**config.mk**
```make
export PLATFORM = sky130hd
export DESIGN_NAME = wb_regfile_bypass
export DESIGN_NICKNAME = d
export VERILOG_FILES = /design/src/rtl/wb_regfile_bypass_pkg.sv /design/src/rtl/wb_regfile_bypass_rf_core.sv /design/src/rtl/wb_regfile_bypass.sv
export SDC_FILE = /design/constraint.sdc
export NUM_CORES = 1
export LEC_CHECK = 0
export BUFFER_PORTS_ARGS = -buffer_cell sky130_fd_sc_hd__buf_4
export CAP_MARGIN = 20
export CORE_MARGIN = 2
export CORE_UTILIZATION = 40
export CTS_CLUSTER_DIAMETER = 200
export DETAILED_ROUTE_END_ITERATION = 10
export GPL_TIMING_DRIVEN = 0
export SLEW_MARGIN = 20
export SYNTH_ARGS = -nofsm -noshare
export SYNTH_HDL_FRONTEND = slang
export SYNTH_HIERARCHICAL = 1
export SYNTH_SLANG_ARGS = --single-unit
```
**constraint.sdc**
```tcl
create_clock -name clk -period 11 [get_ports clk]
set_input_delay 1.1 -clock clk [delete_from_list [all_inputs] [get_ports clk]]
set_output_delay 1.1 -clock clk [all_outputs]
set_load 0.02 [all_outputs]
```
**src/rtl/wb_regfile_bypass_pkg.sv**
```systemverilog
// Shared sizing constants and types for the writeback register file slice.
package wb_regfile_bypass_pkg;
   localparam int DATA_W   = 16;
   localparam int NUM_REGS = 8;
   localparam int ADDR_W   = 3;

   typedef logic [DATA_W-1:0] dataWord_t;
   typedef logic [ADDR_W-1:0] regIdx_t;
endpackage

```
**src/rtl/wb_regfile_bypass_rf_core.sv**
```systemverilog
// Architectural register storage: async clear, one write port, two raw read ports.
module rf_core
   import wb_regfile_bypass_pkg::*;
(
   input  logic      clk,
   input  logic      rst,
   input  logic      wrEn,
   input  regIdx_t   wrAddr,
   input  dataWord_t wrData,
   input  regIdx_t   rdAddr1,
   input  regIdx_t   rdAddr2,
   output dataWord_t rdData1,
   output dataWord_t rdData2
);

   dataWord_t regs [NUM_REGS];

   always_ff @(posedge clk or posedge rst) begin
      if (rst) begin
         for (int i = 0; i < NUM_REGS; i++) begin
            regs[i] <= '0;
         end
      end else if (wrEn) begin
         regs[wrAddr] <= wrData;
      end
   end

   assign rdData1 = regs[rdAddr1];
   assign rdData2 = regs[rdAddr2];

endmodule

```
**src/rtl/wb_regfile_bypass.sv**
```systemverilog
// Writeback stage consumer: selects the writeback value, commits it to the
// register file and forwards it to same-cycle decode reads.
module wb_regfile_bypass
   import wb_regfile_bypass_pkg::*;
(
   input  logic      clk,
   input  logic      rst,
   input  dataWord_t wb_mem_data,
   input  dataWord_t wb_alu_data,
   input  logic      wb_val2reg,
   input  logic      wb_wr_en,
   input  regIdx_t   wb_wr_reg,
   input  regIdx_t   rd_reg1,
   input  regIdx_t   rd_reg2,
   output dataWord_t rd_data1,
   output dataWord_t rd_data2,
   output dataWord_t wb_data,
   output logic      err
);

   dataWord_t wbSel;
   dataWord_t rawData1;
   dataWord_t rawData2;
   logic      wrIdxBad;
   logic      coreWrEn;
   logic      bypass1;
   logic      bypass2;

   assign wbSel    = wb_val2reg ? wb_mem_data : wb_alu_data;

   // Only reachable when ADDR_W is wider than NUM_REGS needs; such writes are dropped.
   assign wrIdxBad = wb_wr_en && (32'(wb_wr_reg) >= NUM_REGS);
   assign coreWrEn = wb_wr_en && !wrIdxBad;

   rf_core uCore (
      .clk     (clk),
      .rst     (rst),
      .wrEn    (coreWrEn),
      .wrAddr  (wb_wr_reg),
      .wrData  (wbSel),
      .rdAddr1 (rd_reg1),
      .rdAddr2 (rd_reg2),
      .rdData1 (rawData1),
      .rdData2 (rawData2)
   );

   assign bypass1 = coreWrEn && (wb_wr_reg == rd_reg1);
   assign bypass2 = coreWrEn && (wb_wr_reg == rd_reg2);

   always_comb begin
      rd_data1 = '0;
      rd_data2 = '0;
      wb_data  = '0;
      if (!rst) begin
         rd_data1 = bypass1 ? wbSel : rawData1;
         rd_data2 = bypass2 ? wbSel : rawData2;
         wb_data  = wbSel;
      end
   end

   always_ff @(posedge clk or posedge rst) begin
      if (rst) begin
         err <= 1'b0;
      end else if (wrIdxBad) begin
         err <= 1'b1;
      end
   end

endmodule

```
# [Word level (Yosys, flattened, before mapping)]
# Cells that the tools add are included.
# W data, S select, Z words.
[totals] regBits=128 latch_bits=0 ramBits=0 rom_bits=0 inputBits=45 output_inout_bits=49 elab_cells=35 memories=0
[classes] add_sub_neg=0 mul=0 n_div=0 n_lt_le_gt_ge=4 eq_ne=2 shift=0 n_mux=15 bitwise_logic=3 n_reduce_logical=3
[op_table] operator="$mux W16" count=11
[op_table] operator="$bwmux W128" count=1
[op_table] operator="$bmux W16 S3" count=2
[op_table] operator="$demux W16 S3" count=1
[op_table] operator="$ge A4 B4 Y1 const B" count=3
[op_table] operator="$not A3 Y4" count=3
[op_table] operator="$eq A3 B3 Y1" count=2
[op_table] operator="$lt A4 B1 Y1 const B" count=1
[op_table] operator="$logic_and A1 B1 Y1" count=3

# [Depth between registers and ports, before layout]
# Gate-level depths: netlist of run 1.
[logic_depth] depth_word=6 mapped_depth=7 mapped_depth_nobuf=4

# [By module]
# Netlist of run 1, hierarchy kept.
[modules_own_cells] module="rf_core" n_inst=1 cells_per_inst=396 area_per_inst_um2=7036.7 seq_area_each_um2=3203.1
[modules_own_cells] module="wb_regfile_bypass" n_inst=1 cells_per_inst=147 area_per_inst_um2=1074.8 seq_area_each_um2=0.0

# [Worst setup path after synthesis of run 1]
# Ideal clock, no wire load.
[synth_path] kind="input port to output port" startpoint="in rd_reg1[0]" endpoint="out rd_data1[12]" arrival_ns=2.349 slack_ns=7.551 path_stages=6 path_buffers=2 cell_sequence="buf_6 buf_6 mux4_1 mux2_2 nand2b_1 mux2i_1"
[synth_between] elab_chain_len=6 word_cells_on_any_way=8
[synth_rtl] item="start: declaration" line="wb_regfile_bypass.sv:13" text="input regIdx_t rd_reg1,"
[synth_rtl] item="$not A3 Y4 (implied by the code)" line="wb_regfile_bypass_rf_core.sv:28" text="assign rdData1 = regs[rdAddr1];"
[synth_rtl] item="$bmux W16 S3" line="wb_regfile_bypass_rf_core.sv:28"
[synth_rtl] item="$mux W16 (implied by the code) (2 in a row)" line="wb_regfile_bypass_rf_core.sv:28"
[synth_rtl] item="net rawData1[12]" line="wb_regfile_bypass.sv:22" text="dataWord_t rawData1;"
[synth_rtl] item="$mux W16" line="wb_regfile_bypass.sv:55" text="rd_data1 = bypass1 ? wbSel : rawData1;"
[synth_rtl] item="$mux W16" line="wb_regfile_bypass.sv:54" text="if (!rst) begin"
[synth_rtl] item="end: declaration" line="wb_regfile_bypass.sv:15" text="output dataWord_t rd_data1,"
# The timed path passes the listed nets, and every way through them passes these cells. The select of a mux whose other input is x is not followed.

# [Final worst setup path of run 1]
[layout_path] startpoint="in rd_reg1[1]" endpoint="out rd_data1[11]"
# Same word-level chain as after synthesis.

==> results of run 1 <==
-- per-layer routing --
| metal | vias to the layer above | wire [µm] | GRT usage, % |
|---|---|---|---|
| met5 | - | 0 | 0 |
| met4 | 0 | 241 | 4.76 |
| met3 | 20 | 1150 | 4.97 |
| met2 | 175 | 11200 | 37.5 |
| met1 | 2688 | 9510 | 27.7 |
| li1 | 2286 | - | - |
-- worst max-delay path, delay by kind of cell --
kind	cells	cell delay, ps
buffers and inverters	4	1300
AND/OR/NAND/NOR	1	80
multiplexers	2	490
-- kinds of logic after synthesis --
logic type	Yosys count	synth area share, %
other	1	0.0462
and+or+nand+nor	58	5.60
DFF	128	39.5
xor gates and xnor gates	6	0.648
buffers and inverters	78	6.19
muxes	272	48.0
-- power by group --
group	switching (mW)	internal, mW	total, mW	leakage [nW]
registers	0.0758	0.587	0.662	1.54
logic	0.191	0.285	0.476	2.77
clock network	0.195	0.363	0.558	0.301
-- placed cells by master (no fill, tap or decap), drive strengths merged, types with 6 or more instances in the layout --
cell and instances:
buf 130, clkbuf 34, dfrtp 128, inv 33
mux2 160, mux2i 48, mux4 64, nand2b 32
or2 16, xnor2 6
-- Yosys cell counts, drive strengths merged --
| cell | count | area [µm²] |
|---|---|---|
| conb | 1 | 3.75 |
| inv | 33 | 124 |
| nand4 | 3 | 55.1 |
| nand2b | 32 | 200 |
| nor4b | 1 | 23.8 |
| or2 | 16 | 100 |
| mux2i | 48 | 480 |
| clkbuf | 7 | 28.8 |
| buf | 38 | 349 |
| xnor2 | 6 | 52.6 |
| mux4 | 64 | 1610 |
| dfrtp | 128 | 3200 |
| nor4bb | 3 | 30.0 |
| nand4b | 3 | 45.0 |
| mux2 | 160 | 1800 |
-- area by class of cell --
| type | count | area, µm² |
|---|---|---|
| Sequential cell | 128 | 3200 |
| Clock buffer | 27 | 553 |
| Tap cell | 270 | 338 |
| Clock inverter | 4 | 45.0 |
| Inverter | 33 | 129 |
| Fill cell | 1805 | 10300 |
| Multi-Input combinational cell | 337 | 4410 |
| Buffer | 45 | 378 |
| Timing Repair Buffer | 92 | 711 |
-- worst min path at each step --
stage	start	endpoint	slack (ps)	cells past startpoint
global route	uCore/regs[113]$_DFFE_PP0P_	uCore/regs[113]$_DFFE_PP0P_	530	1
global placement	uCore/regs[127]$_DFFE_PP0P_	uCore/regs[127]$_DFFE_PP0P_	480	1
CTS	uCore/regs[113]$_DFFE_PP0P_	uCore/regs[113]$_DFFE_PP0P_	500	1
floorplan	uCore/regs[112]$_DFFE_PP0P_	uCore/regs[112]$_DFFE_PP0P_	470	1
detailed placement	uCore/regs[113]$_DFFE_PP0P_	uCore/regs[113]$_DFFE_PP0P_	490	1
finish	uCore/regs[113]$_DFFE_PP0P_	uCore/regs[113]$_DFFE_PP0P_	500	1
-- stage by stage --
step	total power [mW]	cells	hold WS, ps	cell area [µm²]
finish	1.70	936	503	9760
global route	1.78	936	526	9760
CTS	1.71	936	504	9760
detailed placement	1.15	905	492	9170
global placement	1.12	904	476	9130
floorplan	0.997	543	465	8110
==> key figures, run 1 <==
STA
  – RSZ-0062 raised after global routing: false
  – Max-slew headroom: 34.2%
  – Max Clk Rate: 0.245 GHz
  – Final setup fails: 0
  – Crit path time final: 4080 ps
  – Post-layout worst setup margin: 6920 ps
  – Final period util: 37.1%
  – Final hold viol count: 0
  – TNS Setup: 0 ps
  – Final Skew: 0 ps
  – Least-Margin Pin Slew: 988 ps
  – Final Slew Violations: 0

Clocking
  – CTS Sinks: 128
  – Clk root buf: clkbuf_16
  – Maximum clock path buffer count: 2
  – Latest clock arrival within the worst-skew pair: 420 ps
  – Post-CTS Hold Buffers: 0
  – Reg clk slew, reported paths: 50 ps
  – H-tree levels: 4
  – CTS resizes: 0
  – Num CTS Buffers: 17
  – CTS tree: built
  – # Post-CTS Setup Buffers: 0

Final layout
  – Largest register FFs: 128
  – Final core utilization: 48.7%
  – Reg with most FFs: uCore/regs
  – Share of cells above drive strength 1: 52.9%
  – # nets final: 699
  – Area delta synth->final: 20.4%
  – Ant. Diodes: 0
  – Largest regs: uCore/regs (128)

Setup path
  – CP max stage cell: buf_1
  – Critical path class: in -> out
  – Crit-path max FO: 10
  – Critical path's most frequent cell: buf_4
  – Critical path data required time: 9900 ps
  – Worst setup startpoint: rd_reg1[1]
  – R2r setup slk: 10190 ps
  – Critical Path Start Type: input port
  – Worst path cell trace: buf_4, clkbuf_2, buf_1, mux2_2, nand2b_1, mux2i_1, buf_4
  – WP data arrival: 2980 ps
  – CP endpoint kind: primary output
  – R2R depth: 1
  – Reg2reg end: uCore/regs[127]$_DFFE_PP0P_
  – Slowest cell delay on critical path: 780 ps
  – FF-to-FF Start: uCore/regs[127]$_DFFE_PP0P_
  – Crit path to: rd_data1[11]

Global routing
  – Vias in the first global route: 5619
  – Largest net degree at the start of global routing: 84
  – Total track usage: 21.6%
  – Initial antenna violation count: 1
  – Final global-route overflow total: 0
  – First-pass GRT wire length: 34100 µm

Drt
  – Pre-antenna DRT Iters: 4
  – Routed len/inst: 23.6 µm
  – DR vias: 5169
  – ANT nets after route: 0
  – DRC errors left: 0
  – Post-Route WL: 22100 µm
  – DRT iter0 DRCs: 229
  – Detail-routed via count per cell: 5.52

Yosys
  – Post-Synthesis Cells: 543
  – Distinct cells, synth: 24
  – Mapped cell area: 8110 µm²
  – Post-synthesis sequential area ratio: 39.5%
  – Syn_area_per_cell: 14.9 µm²
  – Synth Register Bits: 128
  – YS warnings: 6
  – Net Count, Synth: 588

Job
  – Max Cap Violations: 0

Hold path
  – Hold crit path type: reg -> reg

Place
  – I/O Buffers: 91
  – HPWL after DPL: 14900 µm
  – Pre-CTS WS: 6910 ps
  – Routability cong.: 0.800

Floorplan
  – Std-Cell Rows: 52
  – DIE AREA: 21400 µm²
  – Core region area: 20000 µm²
  – Die Y: 146 µm
  – Horiz. Die Dim: 146 µm
  – Top Ports: 94
  – Initial Utilization: 40.5%

Power
  – Worst IR Drop VDD: 0.115 mV
  – Power Density: 174 nW/µm²
  – Leak: 4.61 nW

Run status
  – Status: finished clean
Note: power is estimated with default switching activity, not from simulation.
==> run 2, diff against run 1 <==
--- a/config.mk
+++ b/config.mk
@@ -5,6 +5,7 @@
 export SDC_FILE = /design/constraint.sdc
 export NUM_CORES = 1
 export LEC_CHECK = 0
+export ABC_AREA = 1
 export BUFFER_PORTS_ARGS = -buffer_cell sky130_fd_sc_hd__buf_4
 export CAP_MARGIN = 20
 export CORE_MARGIN = 2
==> constraint.sdc (replaced) <==
create_clock -name clk -period 3.5 [get_ports clk]
set_input_delay 0.35 -clock clk [delete_from_list [all_inputs] [get_ports clk]]
set_output_delay 0.35 -clock clk [all_outputs]
set_load 0.02 [all_outputs]
==> key figures, run 2 <==
Setup path
  – Crit-path max FO: 10
  – Slowest cell delay on critical path: 590 ps
  – Crit path buf inv count: 4
  – CP endpoint kind: primary output
  – WP data arrival: 2170 ps
  – Critical Path Start Type: input port
  – Critical path data required time: 3150 ps
  – Worst path cell trace: buf_4, inv_2, clkbuf_1, nand2_1, nand3_1, nand2_1, nand2_1, nand2_1, nor2_1, nor2_1, buf_4
  – CP max stage cell: clkbuf_1
  – Critical path's top delay family: buffers and inverters
  – Critical path class: in -> out
  – Critical path's most frequent cell: nand2_1

Final layout
  – Share of cells above drive strength 1: 13.4%
  – Area delta synth->final: 19.5%
  – Largest register FFs: 128
  – # nets final: 1600
  – Most frequent cells in the layout: nand2_1, inv_1, nand3_1
  – Fillers: 2258
  – Reg with most FFs: uCore/regs
  – Largest regs: uCore/regs (128)
  – Commonest non-fill, non-tap cell in the layout: nand2_1
  – Final core utilization: 49.1%

Yosys
  – Multiplexer share of the synthesized area: 0%
  – Synth Area in Compound Gates: 8.41%
  – Post-Synthesis Cells: 1439
  – Dominant cell type by area after synthesis: dfrtp_1
  – Adder-cell share of the synthesized area: 0%
  – Synth top area cells: dfrtp_1, nand2_1, nand3_1
  – Syn_area_per_cell: 6.03 µm²
  – EDFF count, synth: 0
  – Predominant post-synthesis flop cell: dfrtp_1
  – Share of the synthesized area in the top cell type: 36.9%
  – Synth Register Bits: 128
  – Count leader, synth: nand2_1
  – Mapped cell area: 8680 µm²
  – Net Count, Synth: 1484
  – Commonest cells in the netlist: nand2_1, inv_1, nand3_1
  – Distinct cells, synth: 21
  – YS warnings: 6
  – Asr flop ratio synth: 100%
  – Largest family of logic cells by synthesized area: simple AND/OR/NAND/NOR gates
  – Post-synthesis simple-gate area fraction: 41.1%
  – XOR/XNOR share of the synthesized area: 0%
  – Post-synthesis sequential area ratio: 36.9%

Global routing
  – Final global-route overflow total: 0
  – Vias in the first global route: 8457
  – Initial antenna violation count: 1
  – First-pass GRT wire length: 52500 µm
  – Total track usage: 31.3%
  – Largest net degree at the start of global routing: 34

Run status
  – Status: finished clean

STA
  – Post-layout worst setup margin: 982 ps
  – Max-slew headroom: 41.2%
  – Final setup fails: 0
  – Max Clk Rate: 0.397 GHz
  – TNS Setup: 0 ps
  – RSZ-0062 raised after global routing: false
  – Final period util: 71.9%
  – Final hold viol count: 0
  – Crit path time final: 2520 ps
  – Final Slew Violations: 0
  – Final hold slack: 378 ps
  – Least-Margin Pin Slew: 873 ps
  – Final Skew: 0 ps

Power
  – Tot Pwr: 5.29 mW
  – Power Density: 509 nW/µm²
  – Leak: 5.94 nW
  – Worst IR Drop VDD: 0.500 mV

Hold path
  – Hold crit path type: in -> reg

Drt
  – Pre-antenna DRT Iters: 8
  – DRT iter0 DRCs: 1209
  – ANT nets after route: 0
  – Post-Route WL: 35200 µm
  – Top Metal Used: met4
  – Met1 Wirelength: 16200 µm
  – Routed len/inst: 19.1 µm
  – Met3 wire len: 3380 µm
  – Detail-routed via count per cell: 5.20
  – DR vias: 9580
  – DRC errors left: 0
  – DR WL met2: 14500 µm

Floorplan
  – Horiz. Die Dim: 151 µm
  – Initial Utilization: 41.0%
  – Std-Cell Rows: 53
  – Top Ports: 94
  – DIE AREA: 22900 µm²
  – Core region area: 21200 µm²
  – Die Y: 151 µm

Place
  – HPWL after DPL: 26800 µm
  – Routability cong.: 1.05
  – Pre-CTS WS: 1060 ps
  – I/O Buffers: 92

Clocking
  – H-tree levels: 4
  – # Post-CTS Setup Buffers: 0
  – CTS tree: built
  – CTS Sinks: 128
  – Num CTS Buffers: 17
  – Clk root buf: clkbuf_16
  – Latest clock arrival within the worst-skew pair: 420 ps
  – Reg clk slew, reported paths: 60 ps
  – Maximum clock path buffer count: 2

Job
  – Max Cap Violations: 0
-- run 2: changes by cell type after synthesis, sizes merged, moves of 32 or more --
| cell | previous run | this run |
|---|---|---|
| mux2i | 48 | 0 |
| mux4 | 64 | 0 |
| inv | 33 | 200 |
| mux2 | 160 | 0 |
| nand2b | 32 | 0 |
| o21ai | 0 | 144 |
| nor2 | 0 | 90 |
| nand3 | 0 | 163 |
| nand2 | 0 | 625 |
-- run 2: worst paths after layout --
kind	to	from	slack, ps	cells after the start
worst max register to register	uCore/regs[25]$_DFFE_PP0P_	uCore/regs[25]$_DFFE_PP0P_	2770	2
worst min register to register	uCore/regs[116]$_DFFE_PP0P_	uCore/regs[116]$_DFFE_PP0P_	480	2
min in group asynchronous	uCore/regs[0]$_DFFE_PP0P_	rst	550	3
max in group asynchronous	uCore/regs[109]$_DFFE_PP0P_	rst	2230	5
worst max-delay path	rd_data2[1]	rd_reg2[0]	980	11
worst min-delay path	uCore/regs[14]$_DFFE_PP0P_	wb_wr_reg[1]	380	5
-- run 2: final cells by class --
| class | count | area [µm²] | area share (%) |
|---|---|---|---|
| multi-input combinational | 1026 | 4300 | 41.5 |
| sequential | 128 | 3200 | 30.9 |
| timing repair buffer | 97 | 781 | 7.52 |
| inverter | 200 | 754 | 7.27 |
| clock buffer | 20 | 467 | 4.50 |
| buffer | 85 | 427 | 4.11 |
| tap | 275 | 344 | 3.32 |
| clock inverter | 12 | 95.1 | 0.916 |
| antenna | 1 | 2.50 | 0.0241 |
-- run 2: tightest hold or removal path, stage by stage --
cell and delay (ps):
buf_4 140, inv_2 80, nor3_4 50, nand2_1 40, o21ai_0 60
-- run 2: timing repair --
action                                 in CTS  in global routing
resized for setup                           0                  0
endpoints found under the hold margin      10                  0
hold buffers                                1                  0
-- run 2: kinds of logic (layout without fill, tap and decap cells) --
group           Yosys count  count (layout)
buf+inv                 285             414
flops                   128             128
compound gates          146             146
other cells               1               2
simple gates            879             879
-- run 2: routing by layer --
| metal | track usage (%) | up-vias |
|---|---|---|
| li1 | - | 4618 |
| met2 | 44.7 | 504 |
| met4 | 10.9 | 0 |
| met1 | 47.1 | 4408 |
| met5 | 0 | - |
| met3 | 5.78 | 50 |
-- run 2: report_power, final --
group          switching (mW)  internal, mW
Clock                   0.714         0.975
Sequential              0.160          1.79
Combinational            1.13         0.526
Total                    2.00          3.29
-- run 2: stage by stage --
step / area (µm²) / instances
final: 10400 / 1844
after detailed placement: 9800 / 1810
after global routing: 10400 / 1843
after CTS: 10400 / 1843
after floorplan: 8690 / 1439
after global placement: 9720 / 1806
